===== config.mk =====
export PLATFORM = sky130hd
export DESIGN_NAME = alu_exec_unit_flat
export DESIGN_NICKNAME = d
export VERILOG_FILES = /design/src/rtl/alu_exec_if.sv /design/src/rtl/alu_exec_unit.sv /design/src/flat_wrapper.sv
export SDC_FILE = /design/constraint.sdc
export NUM_CORES = 1
export LEC_CHECK = 0
export ABC_AREA = 0
export BUFFER_PORTS_ARGS = -buffer_cell sky130_fd_sc_hd__clkbuf_2
export CAP_MARGIN = 40
export CORE_MARGIN = 1
export CORE_UTILIZATION = 40
export DETAILED_ROUTE_END_ITERATION = 12
export GPL_TIMING_DRIVEN = 0
export PLACE_DENSITY = 0.68
export SYNTH_ARGS = -nofsm -noshare
export SYNTH_HDL_FRONTEND = slang
export SYNTH_SLANG_ARGS = --single-unit

===== constraint.sdc =====
create_clock -name clk -period 4.5 [get_ports clk]
set_clock_uncertainty 0.1 [all_clocks]
set_input_delay 0.9 -clock clk [delete_from_list [all_inputs] [get_ports clk]]
set_output_delay 0.9 -clock clk [all_outputs]
set_load 0.02 [all_outputs]

===== src/rtl/alu_exec_if.sv =====
// Handshake bundle between the ALU decoder, the execute ALU and its consumer.
// The master modport is the side that issues operations and consumes results.
interface alu_exec_if #(
  parameter int XLEN = 32
);
  logic            in_valid;
  logic            in_ready;
  logic [2:0]      alu_control;
  logic [2:0]      funct3;
  logic            funct7_5;
  logic [XLEN-1:0] src_a;
  logic [XLEN-1:0] src_b;
  logic            out_valid;
  logic            out_ready;
  logic [XLEN-1:0] result;
  logic            zero;
  logic            busy;

  modport master (
    output in_valid, alu_control, funct3, funct7_5, src_a, src_b, out_ready,
    input  in_ready, out_valid, result, zero, busy
  );

  modport slave (
    input  in_valid, alu_control, funct3, funct7_5, src_a, src_b, out_ready,
    output in_ready, out_valid, result, zero, busy
  );
endinterface


===== src/rtl/alu_exec_unit.sv =====
// Execute-stage ALU: single-cycle arithmetic/logic ops and an iterative
// shifter (SHIFT_STEP bits per cycle), with valid/ready on both sides.
module alu_exec_unit #(
  parameter int XLEN       = 32,
  parameter int SHIFT_STEP = 1
) (
  input  logic       clk,
  input  logic       reset,
  alu_exec_if.slave  alu_bus
);

  localparam int SHW = $clog2(XLEN);
  localparam logic [SHW:0] STEP = (SHW+1)'(SHIFT_STEP);

  localparam logic [2:0] OP_ADD   = 3'b000;
  localparam logic [2:0] OP_SUB   = 3'b001;
  localparam logic [2:0] OP_AND   = 3'b010;
  localparam logic [2:0] OP_OR    = 3'b011;
  localparam logic [2:0] OP_XOR   = 3'b100;
  localparam logic [2:0] OP_SLT   = 3'b101;
  localparam logic [2:0] OP_SLTU  = 3'b110;
  localparam logic [2:0] OP_SHIFT = 3'b111;

  // One-hot so out_valid and busy come straight off a state flop.
  typedef enum logic [2:0] {
    IDLE  = 3'b001,
    SHIFT = 3'b010,
    DONE  = 3'b100
  } state_t;

  typedef enum logic [1:0] {
    K_SLL = 2'b00,
    K_SRL = 2'b01,
    K_SRA = 2'b10
  } shift_kind_t;

  function automatic logic [XLEN-1:0] alu_calc(
    input logic [2:0]      ctrl,
    input logic [XLEN-1:0] a,
    input logic [XLEN-1:0] b
  );
    logic signed [XLEN-1:0] sa;
    logic signed [XLEN-1:0] sb;
    logic [XLEN-1:0]        r;
    sa = a;
    sb = b;
    unique case (ctrl)
      OP_ADD:  r = a + b;
      OP_SUB:  r = a - b;
      OP_AND:  r = a & b;
      OP_OR:   r = a | b;
      OP_XOR:  r = a ^ b;
      OP_SLT:  r = {{(XLEN-1){1'b0}}, (sa < sb)};
      OP_SLTU: r = {{(XLEN-1){1'b0}}, (a < b)};
      default: r = a;  // shift by zero passes src_a through
    endcase
    return r;
  endfunction

  function automatic logic [XLEN-1:0] shift_by(
    input shift_kind_t     kind,
    input logic [XLEN-1:0] v,
    input logic [SHW:0]    amt
  );
    logic signed [XLEN-1:0] sv;
    logic [XLEN-1:0]        r;
    sv = v;
    unique case (kind)
      K_SLL:   r = v << amt;
      K_SRA:   r = $unsigned(sv >>> amt);
      default: r = v >> amt;
    endcase
    return r;
  endfunction

  state_t          state;
  state_t          state_nxt;
  logic            in_ready_c;
  logic            accept;
  logic            start_shift;
  logic [SHW:0]    shamt;
  shift_kind_t     kind_in;
  logic [XLEN-1:0] alu_res;
  logic [SHW:0]    step_amt;
  logic [XLEN-1:0] work_shifted;
  logic            last_step;

  logic [XLEN-1:0] work_p1;
  logic [SHW:0]    cnt_p1;
  shift_kind_t     kind_p1;
  logic [XLEN-1:0] result_p1;
  logic            zero_p1;

  assign accept      = alu_bus.in_valid & in_ready_c;
  assign shamt       = {1'b0, alu_bus.src_b[SHW-1:0]};
  assign start_shift = (alu_bus.alu_control == OP_SHIFT) && (shamt != '0);
  assign kind_in     = (alu_bus.funct3 == 3'b001) ? K_SLL :
                       (alu_bus.funct7_5 ? K_SRA : K_SRL);
  assign alu_res     = alu_calc(alu_bus.alu_control, alu_bus.src_a, alu_bus.src_b);

  assign step_amt     = (cnt_p1 < STEP) ? cnt_p1 : STEP;
  assign work_shifted = shift_by(kind_p1, work_p1, step_amt);
  assign last_step    = (cnt_p1 == step_amt);

  always_ff @(posedge clk or posedge reset) begin
    if (reset) begin
      state <= IDLE;
    end else begin
      state <= state_nxt;
    end
  end

  always_comb begin
    state_nxt = state;
    unique case (state)
      IDLE: begin
        if (accept) state_nxt = start_shift ? SHIFT : DONE;
      end
      SHIFT: begin
        if (last_step) state_nxt = DONE;
      end
      DONE: begin
        if (accept)                 state_nxt = start_shift ? SHIFT : DONE;
        else if (alu_bus.out_ready) state_nxt = IDLE;
      end
      default: state_nxt = IDLE;
    endcase
  end

  always_comb begin
    in_ready_c = 1'b0;
    if (!reset) begin
      in_ready_c = (state == IDLE) || ((state == DONE) && alu_bus.out_ready);
    end
    alu_bus.in_ready  = in_ready_c;
    alu_bus.busy      = (state == SHIFT);
    alu_bus.out_valid = (state == DONE);
  end

  // p1: operand capture at accept, iterative shift, result/zero register
  always_ff @(posedge clk or posedge reset) begin
    if (reset) begin
      work_p1   <= '0;
      cnt_p1    <= '0;
      kind_p1   <= K_SLL;
      result_p1 <= '0;
      zero_p1   <= 1'b1;
    end else if (accept) begin
      if (start_shift) begin
        work_p1 <= alu_bus.src_a;
        cnt_p1  <= shamt;
        kind_p1 <= kind_in;
      end else begin
        result_p1 <= alu_res;
        zero_p1   <= (alu_res == '0);
      end
    end else if (state == SHIFT) begin
      work_p1 <= work_shifted;
      cnt_p1  <= cnt_p1 - step_amt;
      if (last_step) begin
        result_p1 <= work_shifted;
        zero_p1   <= (work_shifted == '0);
      end
    end
  end

  assign alu_bus.result = result_p1;
  assign alu_bus.zero   = zero_p1;

endmodule

===== src/flat_wrapper.sv =====
// flat-port wrapper written by rule: the top's interface ports become plain ports
module alu_exec_unit_flat 
#(
  parameter int XLEN       = 32,
  parameter int SHIFT_STEP = 1
)
  (clk, reset, alu_bus_in_valid, alu_bus_alu_control, alu_bus_funct3, alu_bus_funct7_5, alu_bus_src_a, alu_bus_src_b, alu_bus_out_ready, alu_bus_in_ready, alu_bus_out_valid, alu_bus_result, alu_bus_zero, alu_bus_busy);
  alu_exec_if #(.XLEN(XLEN)) alu_bus_i ();
  input  logic clk;
  input  logic reset;
  input wire logic [$bits(alu_bus_i.in_valid)-1:0] alu_bus_in_valid;
  input wire logic [$bits(alu_bus_i.alu_control)-1:0] alu_bus_alu_control;
  input wire logic [$bits(alu_bus_i.funct3)-1:0] alu_bus_funct3;
  input wire logic [$bits(alu_bus_i.funct7_5)-1:0] alu_bus_funct7_5;
  input wire logic [$bits(alu_bus_i.src_a)-1:0] alu_bus_src_a;
  input wire logic [$bits(alu_bus_i.src_b)-1:0] alu_bus_src_b;
  input wire logic [$bits(alu_bus_i.out_ready)-1:0] alu_bus_out_ready;
  output wire logic [$bits(alu_bus_i.in_ready)-1:0] alu_bus_in_ready;
  output wire logic [$bits(alu_bus_i.out_valid)-1:0] alu_bus_out_valid;
  output wire logic [$bits(alu_bus_i.result)-1:0] alu_bus_result;
  output wire logic [$bits(alu_bus_i.zero)-1:0] alu_bus_zero;
  output wire logic [$bits(alu_bus_i.busy)-1:0] alu_bus_busy;
  assign alu_bus_i.in_valid = alu_bus_in_valid;
  assign alu_bus_i.alu_control = alu_bus_alu_control;
  assign alu_bus_i.funct3 = alu_bus_funct3;
  assign alu_bus_i.funct7_5 = alu_bus_funct7_5;
  assign alu_bus_i.src_a = alu_bus_src_a;
  assign alu_bus_i.src_b = alu_bus_src_b;
  assign alu_bus_i.out_ready = alu_bus_out_ready;
  assign alu_bus_in_ready = alu_bus_i.in_ready;
  assign alu_bus_out_valid = alu_bus_i.out_valid;
  assign alu_bus_result = alu_bus_i.result;
  assign alu_bus_zero = alu_bus_i.zero;
  assign alu_bus_busy = alu_bus_i.busy;
  alu_exec_unit #(.XLEN(XLEN), .SHIFT_STEP(SHIFT_STEP)) u_core (.clk(clk), .reset(reset), .alu_bus(alu_bus_i));
endmodule

Yosys cells after proc, flatten, opt, wreduce, memory -nomap -nowiden --
Cells that the tools add are included.
Cells by class: add/sub/neg operators 3, $lt $le $gt $ge 3, eq/ne operators 18, shifts and indexed selects 3, muxes and demuxes 26, bitwise gates (word level) 4, reductions and logical operators 14
Operators with widths (number):
- $mux 32 | 7
- $pmux 32 s7 | 1
- $logic_not 32->1 | 2
- $lt 32x32->1 | 2
- $pmux 32 s2 | 1
- $add 32x32->32 | 1
- $and 32x32->32 | 1
- $or 32x32->32 | 1
- $shl 32x6->32 | 1
- $shr 32x6->32 | 1
- $sshr 32x6->32 | 1
- $sub 32x32->32 | 1
- $xor 32x32->32 | 1
- $mux 6 | 4
- $eq 3x3->1 const B | 5
- $mux 3 | 5
- $eq 3x1->1 const B | 3
- $eq 3x2->1 const B | 3
- $pmux 3 s3 | 1
- $eq 6x6->1 | 1
- $lt 6x1->1 const B | 1
- $reduce_and 3->1 | 2
- $reduce_bool 6->1 | 1
- $sub 6x6->6 | 1
- other kinds (13) | 23
Word-level totals: register bits 76, bits of input ports 75, output and inout bits 36, word-level logic and storage cells 77

Logic depth before layout (Yosys ltp) --
Gate-level depths: netlist of the first run.
word-level depth 8, gate-level depth with buffers 17, mapped depth without buffers 15

Worst setup path before layout of the first run --
Ideal clock, no wire load.
path type input port to flip-flop, from input alu_bus_src_b[3], to register u_core.zero_p1, in the netlist u_core.alu_bus.zero, library setup time 0.061 ns, arrival time 4.179 ns, data required time 4.339 ns, setup slack 0.160 ns, stages 16, buffers on the path 2, cells stage by stage inv_1 -> ha_1 -> buf_6 -> a21oi_1 -> o21bai_1 -> or2_1 -> buf_6 -> a32o_1 -> o32ai_2 -> nand4b_1 -> or4b_1 -> or4_1 -> nor4_2 -> nand4b_1 -> nor4b_2 -> a31o_1
On the way: word-level cells in the longest chain between the ends 5
Ends and longest elaborated chain:
- start: declaration | line flat_wrapper.sv:16 | input wire logic [$bits(alu_bus_i.src_b)-1:0] alu_bus_src_b;
- $sub 32x32->32, or another cell as far along | line alu_exec_unit.sv:49 | OP_SUB: r = a - b;
- $pmux 32 s7 | line alu_exec_unit.sv:47 | unique case (ctrl)
- $logic_not 32->1 | line alu_exec_unit.sv:155 | zero_p1 <= (alu_res == '0);
- $mux 1 | line alu_exec_unit.sv:149 | if (start_shift) begin
- $mux 1 | line alu_exec_unit.sv:148 | end else if (accept) begin
- end signal: assignment | line alu_exec_unit.sv:155
- end signal: assignment | line alu_exec_unit.sv:162 | zero_p1 <= (work_shifted == '0);
- end: declaration | line alu_exec_unit.sv:92 | logic zero_p1;
Several ways; a longest one is shown, not always the timed one. The select of a mux whose other input is x is not followed. A chain may end at the register's enable or synchronous reset.

Final worst setup path of the first run --
from input alu_bus_src_a[2], to register u_core.zero_p1, in the netlist u_core.alu_bus.zero
On the way: word-level cells in the longest chain between the ends 5
Ends and longest elaborated chain:
- start: declaration | line flat_wrapper.sv:15 | input wire logic [$bits(alu_bus_i.src_a)-1:0] alu_bus_src_a;
- $sub 32x32->32, or another cell as far along | line alu_exec_unit.sv:49
- $pmux 32 s7 (*) | line alu_exec_unit.sv:47
- $logic_not 32->1 (*) | line alu_exec_unit.sv:155
- $mux 1 (*) | line alu_exec_unit.sv:149
- $mux 1 (*) | line alu_exec_unit.sv:148
Every way passes the cells marked *; elsewhere a longest branch is shown, timed or not. The select of a mux whose other input is x is not followed.

==> out/metrics.cfg, run 1 <==
[worst_setup_path]
cp_num_buf_inv = 4
critPathArrivalTime_ps = 4750
cp_top_family = simple AND/OR/NAND/NOR gates
worst_setup_path_end_kind = register
path_cells = buf_4, inv_1, ha_4, buf_6, a211oi_2, buf_4, nor4_1, a2111oi_0, o32ai_2, o211a_1, nand4b_1, or4b_4, or4_4, nor4_4, nand4b_1, nor4b_2, a31o_1
criticalPathCategory = input port to register
cpMaxStageDelayCell = or4_4
critPathLaunchType = input port
cp_max_fo = 6
slowest_delay_ps = 560
crit_required_ps = 4690

[yosys]
synth.area.top_cells = dfrtp_1 (18%), ha_1 (14%), a21oi_1 (9.7%)
syn_area_mm2 = 0.0104
synth-seq-cells = 76
netlist_top_cells_count = a21oi_1 (201), nand2_1 (150), nor2_1 (150)
synth-edff-count = 0
synth_nets = 1664
synth-async-reset-ratio = 1.00
yosysSeqAreaShare = 0.184
synth_largest_area_cell = dfrtp_1
synth.avg_cell_area_um2 = 7.04
synth_warnings = 0
synth_most_common_cell = a21oi_1
yosysTopAreaCellShare = 0.179
synth_ff_type = dfrtp_1
ys_types = 82
syn_inst = 1472

[placement]
numPortBuffers = 109
place.gp.congestion = 0.975
dp_cells = 1914
dp_hpwl_um = 35500

[clocking]
cts.sinks = 76
worstSkewPairLatency_ps = 340
path_clk_slew_ps = 60
clockRootBuffer = clkbuf_16
htreeDepth = 3
clock_path_buffers = 2
cts_tree = done
numCtsBuffers = 9

[sta]
min_period_over_period = 1.01
min_period_ps = 4560
clock.fmax_ghz = 0.219
slew_viol_final = 0
timing.final.ws_setup_ps = -60.7
tightest_slew_ps = 943
setup_viol = 1
report.final.hold_viol_count = 0
finalSetupTns_ps = -60.7
slew_headroom = 0.365
rsz0062_at_grt = yes

[min_path]
hold_class = register to register

[finish]
multi_input_area_mm2 = 0.00814
final_cell_count_no_fill = 1945
diodes = 0
area_growth_pct = 20.5
layout-drive-gt1-share = 0.175
nets = 1802
num-fill-cells = 2558
seq_area_mm2 = 0.00190
utilization = 0.493

[power]
power_density_mw_per_mm2 = 377
power_mw = 4.71
leakagePower_nw = 5.57
irDropWorstVdd_uv = 340

[global_routing]
grt_busiest_layer = met2
grt_overflow = 0
use_met2 = 0.516
gr-usage-met1 = 0.465
grt_pass1_vias = 11400
antenna_found_initial = 0
grt_max_degree = 46
grt_first_pass_wirelength_um = 67700
gr-usage-all-layers = 0.335
met3_usage = 0.0507

[floorplanning]
coreArea_mm2 = 0.0253
initial_utilization = 0.409
rows = 58
die_h_um = 163
dieArea_mm2 = 0.0266
chipWidth_um = 163
ioPinCount = 111

[routing]
routed_wl_um = 45300
antenna_left = 0
viasPerCell = 6.36
wl_per_cell_um = 23.3
vias = 12400
first_pass_iters = 5
drc = 0
drt_iter0_drc = 1396

[job]
cap_violations = 0

[run_status]
violations = negative setup slack
status = finished, violations left

## sequential cells by signal, indices dropped and copies added (netlist names)
| signal | cells |
|---|---|
| u_core.alu_bus.zero | 1 |
| u_core.kind_p1 | 2 |
| u_core.state | 3 |
| u_core.work_p1 | 32 |
| u_core.cnt_p1 | 6 |
| u_core.alu_bus.result | 32 |
## per-layer routing
layer	vias to the layer above	part of all wire
met5	-	0
met4	0	0.043
met3	124	0.096
met2	756	0.44
met1	5901	0.43
li1	5584	-
## area by class of cell
cell class                 count  area share
inverter                     111      0.0348
clock buffer                  12      0.0197
sequential                    76       0.152
timing repair buffer         132      0.0626
clock inverter                 4     0.00961
multi-input combinational   1186       0.652
buffer                        94      0.0362
tap                          330      0.0330
## power by group
part | internal [mW] | switching, mW | total, mW
sequential | 0.981 | 0.281 | 1.26
clock | 0.614 | 0.297 | 0.911
combinational | 0.920 | 1.62 | 2.54
total | 2.52 | 2.20 | 4.71
## worst min-delay path, cell delays in order, from the launching register on
cell	delay, ps
dfrtp_1	340
nand2_1	40
o21ai_0	60
## through the flow
stage / worst slack, ps / hold WS [ps] / cell area [µm²]
2_1_floorplan: 160 / 385 / 10400
5_1_grt: -176 / 397 / 12500
3_5_place_dp: -991 / 371 / 11400
6_report: -60.7 / 378 / 12500
4_1_cts: -164 / 384 / 12000
3_3_place_gp: -1110 / 365 / 11300
## final timing paths
kind | cells after the start | slack [ps] | to | from
min in group asynchronous | 2 | 470 | u_core.state[2]$_DFFE_PP0P_ | reset
max reg2reg | 15 | 40 | u_core.alu_bus.zero$_DFFE_PP1P_ | u_core.cnt_p1[2]$_DFFE_PP0P_
max in group asynchronous | 3 | 3200 | u_core.alu_bus.zero$_DFFE_PP1P_ | reset
min | 2 | 380 | u_core.alu_bus.result[24]$_DFFE_PP0P_ | u_core.alu_bus.result[24]$_DFFE_PP0P_
max | 17 | -60 | u_core.alu_bus.zero$_DFFE_PP1P_ | alu_bus_src_a[2]
min reg2reg | 2 | 380 | u_core.alu_bus.result[24]$_DFFE_PP0P_ | u_core.alu_bus.result[24]$_DFFE_PP0P_
## kinds of logic (layout without fill, tap and decap cells)
group,count (synthesis),count (layout),synth area share
multiplexers,36,36,0.0355
flip-flops,76,76,0.184
XOR/XNOR,13,13,0.0110
buffers and inverters,210,353,0.0799
AND/OR/NAND/NOR,487,487,0.223
AO/OA/AOI/OAI,533,533,0.324
adder cells (fa/ha/maj),117,117,0.143
## cell usage in the layout, fill, tap and decap left out, drive strengths merged, types with 9 or more instances in the layout
cell type | synthesis | routed
o221ai | 11 | 11
o22ai | 10 | 10
dfrtp | 74 | 74
ha | 115 | 115
a21o | 17 | 17
o21a | 12 | 12
a21oi | 201 | 201
a211oi | 18 | 18
buf | 24 | 54
nor4 | 16 | 16
nand2b | 12 | 12
a31oi | 19 | 19
a211o | 9 | 9
o31ai | 14 | 14
nand2 | 150 | 150
o21ai | 106 | 106
xnor2 | 10 | 10
and2 | 15 | 15
nand4 | 18 | 18
mux2i | 30 | 30
nand3 | 36 | 36
clkbuf | 75 | 184
nor3 | 21 | 21
nor2b | 17 | 17
nor2 | 150 | 150
o211ai | 19 | 19
inv | 110 | 110
## what timing repair did
item                                    4_1_cts  5_1_grt
resized for setup                            46      141
pin swaps                                     4       33
cloned                                        0        1
setup buffers                                 2       17
endpoints found under the setup margin        9        9
hold buffers                                  0        0
Power figures use the tool's default switching activity.
==> run 2: changes to the inputs <==
CORE_ASPECT_RATIO = 1.25   (was unset)
==> out/metrics.cfg, run 2 (synthesis results as in run 1) <==
[run_status]
status = finished, violations left
violations = negative setup slack

[routing]
wl_per_cell_um = 23.0
drc = 0
drt_iter0_drc = 1156
routed_wl_um = 45000
first_pass_iters = 8
vias = 12300
antenna_left = 0
viasPerCell = 6.29

[worst_setup_path]
slowest_delay_ps = 580
r2r-end = u_core.alu_bus.zero$_DFFE_PP1P_
cp_top_family = simple AND/OR/NAND/NOR gates
crit_required_ps = 4690
cpMaxStageDelayCell = or4_4
worst_setup_path_end_kind = register
reg2reg_slack_ps = 60
path_cells = clkbuf_2, inv_1, ha_1, or4_4, a211oi_4, o31ai_4, buf_4, buf_4, xnor2_1, o221ai_1, or4_4, nor4_4, nand4b_1, nor4b_2, a31o_1
cp_max_fo = 5
cp_num_buf_inv = 4
criticalPathCategory = input port to register
critPathArrivalTime_ps = 4820
critPathLaunchType = input port
r2r_start = u_core.cnt_p1[2]$_DFFE_PP0P_
rr_worst_depth = 15

[clocking]
clock_path_buffers = 2
htreeDepth = 3
worstSkewPairLatency_ps = 350
ctsHoldBuffers = 0
cts_tree = done
path_clk_slew_ps = 60
clockRootBuffer = clkbuf_16
numCtsBuffers = 9
cts.sinks = 76

[finish]
final_cell_count_no_fill = 1954
area_growth_pct = 20.1
layout-drive-gt1-share = 0.177
fin_area_mm2 = 0.0125
layout_common_cells = a21oi_1 (187), nand2_1 (149), nor2_1 (147)
final_common_cell = a21oi_1
diodes = 0
nets = 1808

[global_routing]
grt_max_degree = 45
grt_first_pass_wirelength_um = 66700
gr-usage-all-layers = 0.328
antenna_found_initial = 0
grt_pass1_vias = 11600
grt_overflow = 0

[min_path]
holdPathStages = 1
min_from = u_core.alu_bus.result[0]$_DFFE_PP0P_
hold_path_end = u_core.alu_bus.result[0]$_DFFE_PP0P_
hold_class = register to register

[sta]
clock.fmax_ghz = 0.216
slew_headroom = 0.313
slew_viol_final = 0
min_period_ps = 4630
holdWs_ps = 382
setup_viol = 1
rsz0062_at_grt = yes
tightest_slew_ps = 1030
timing.final.ws_setup_ps = -133
report.final.hold_viol_count = 0
min_period_over_period = 1.03

[placement]
placed_area_mm2 = 0.0114
place.gp.congestion = 0.999
dp_hpwl_um = 35300
numPortBuffers = 109
dp_cells = 1919
pre_cts_ws_ps = -984

[floorplanning]
rows = 65
chipWidth_um = 146
coreArea_mm2 = 0.0254
initial_utilization = 0.409
die_h_um = 182
dieArea_mm2 = 0.0266
ioPinCount = 111

[power]
irDropWorstVdd_uv = 397
power_mw = 4.49
power_density_mw_per_mm2 = 360
leakagePower_nw = 5.53

[job]
cap_violations = 0

run 2: cell types whose count changed in the layout (fill, tap and decap cells not counted), sizes merged:
cell,previous run,this run
bufinv,4,0
buf,54,53
clkdlybuf4s15,0,1
clkbuf,184,188
clkinv,1,2
clkinvlp,0,3
run 2: layer usage:
| metal | GRT usage | vias up | share of wire |
|---|---|---|---|
| met5 | 0 | - | 0 |
| met4 | 0.192 | 0 | 0.060 |
| met1 | 0.393 | 5813 | 0.38 |
| li1 | - | 5597 | - |
| met3 | 0.0299 | 171 | 0.082 |
| met2 | 0.570 | 715 | 0.48 |
run 2: layout make-up:
| type | instances | area [µm²] |
|---|---|---|
| clock inverters | 4 | 27.5 |
| fillers | 2621 | 12900 |
| well taps | 335 | 419 |
| plain buffers | 95 | 453 |
| inverters | 111 | 424 |
| flip-flops and latches | 76 | 1900 |
| multi-input cells | 1186 | 8180 |
| clock buffers | 10 | 239 |
| repair buffers | 137 | 805 |
run 2: through the flow:
stage | setup TNS, ps | utilization
6_report | -133 | 0.491
5_1_grt | -165 | 0.491
3_5_place_dp | -5760 | 0.449
2_1_floorplan | 0 | -
4_1_cts | 0 | 0.477
3_3_place_gp | -7380 | 0.447
run 2: repair_timing:
action	CTS	global route
buffers inserted	8	17
resized for setup	91	67
endpoints found under the setup margin	7	7
pin swaps	24	34
run 2: worst max path at each step:
stage	depth (start not counted)	start	slack [ps]	end
floorplan	16	alu_bus_src_b[3]	160	u_core.alu_bus.zero$_DFFE_PP1P_
global placement	15	alu_bus_src_a[5]	-1250	u_core.alu_bus.zero$_DFFE_PP1P_
detailed placement	15	alu_bus_src_b[0]	-980	u_core.alu_bus.zero$_DFFE_PP1P_
CTS	16	alu_bus_src_a[18]	0.4	u_core.alu_bus.zero$_DFFE_PP1P_
global route	16	alu_bus_alu_control[2]	-160	u_core.alu_bus.zero$_DFFE_PP1P_
finish	15	alu_bus_src_a[10]	-130	u_core.alu_bus.zero$_DFFE_PP1P_
run 2: power by group:
group	total, mW	internal, mW	switching (mW)
Clock	0.666	0.381	0.286
Combinational	2.56	0.930	1.63
Sequential	1.26	0.982	0.282
Total	4.49	2.29	2.19
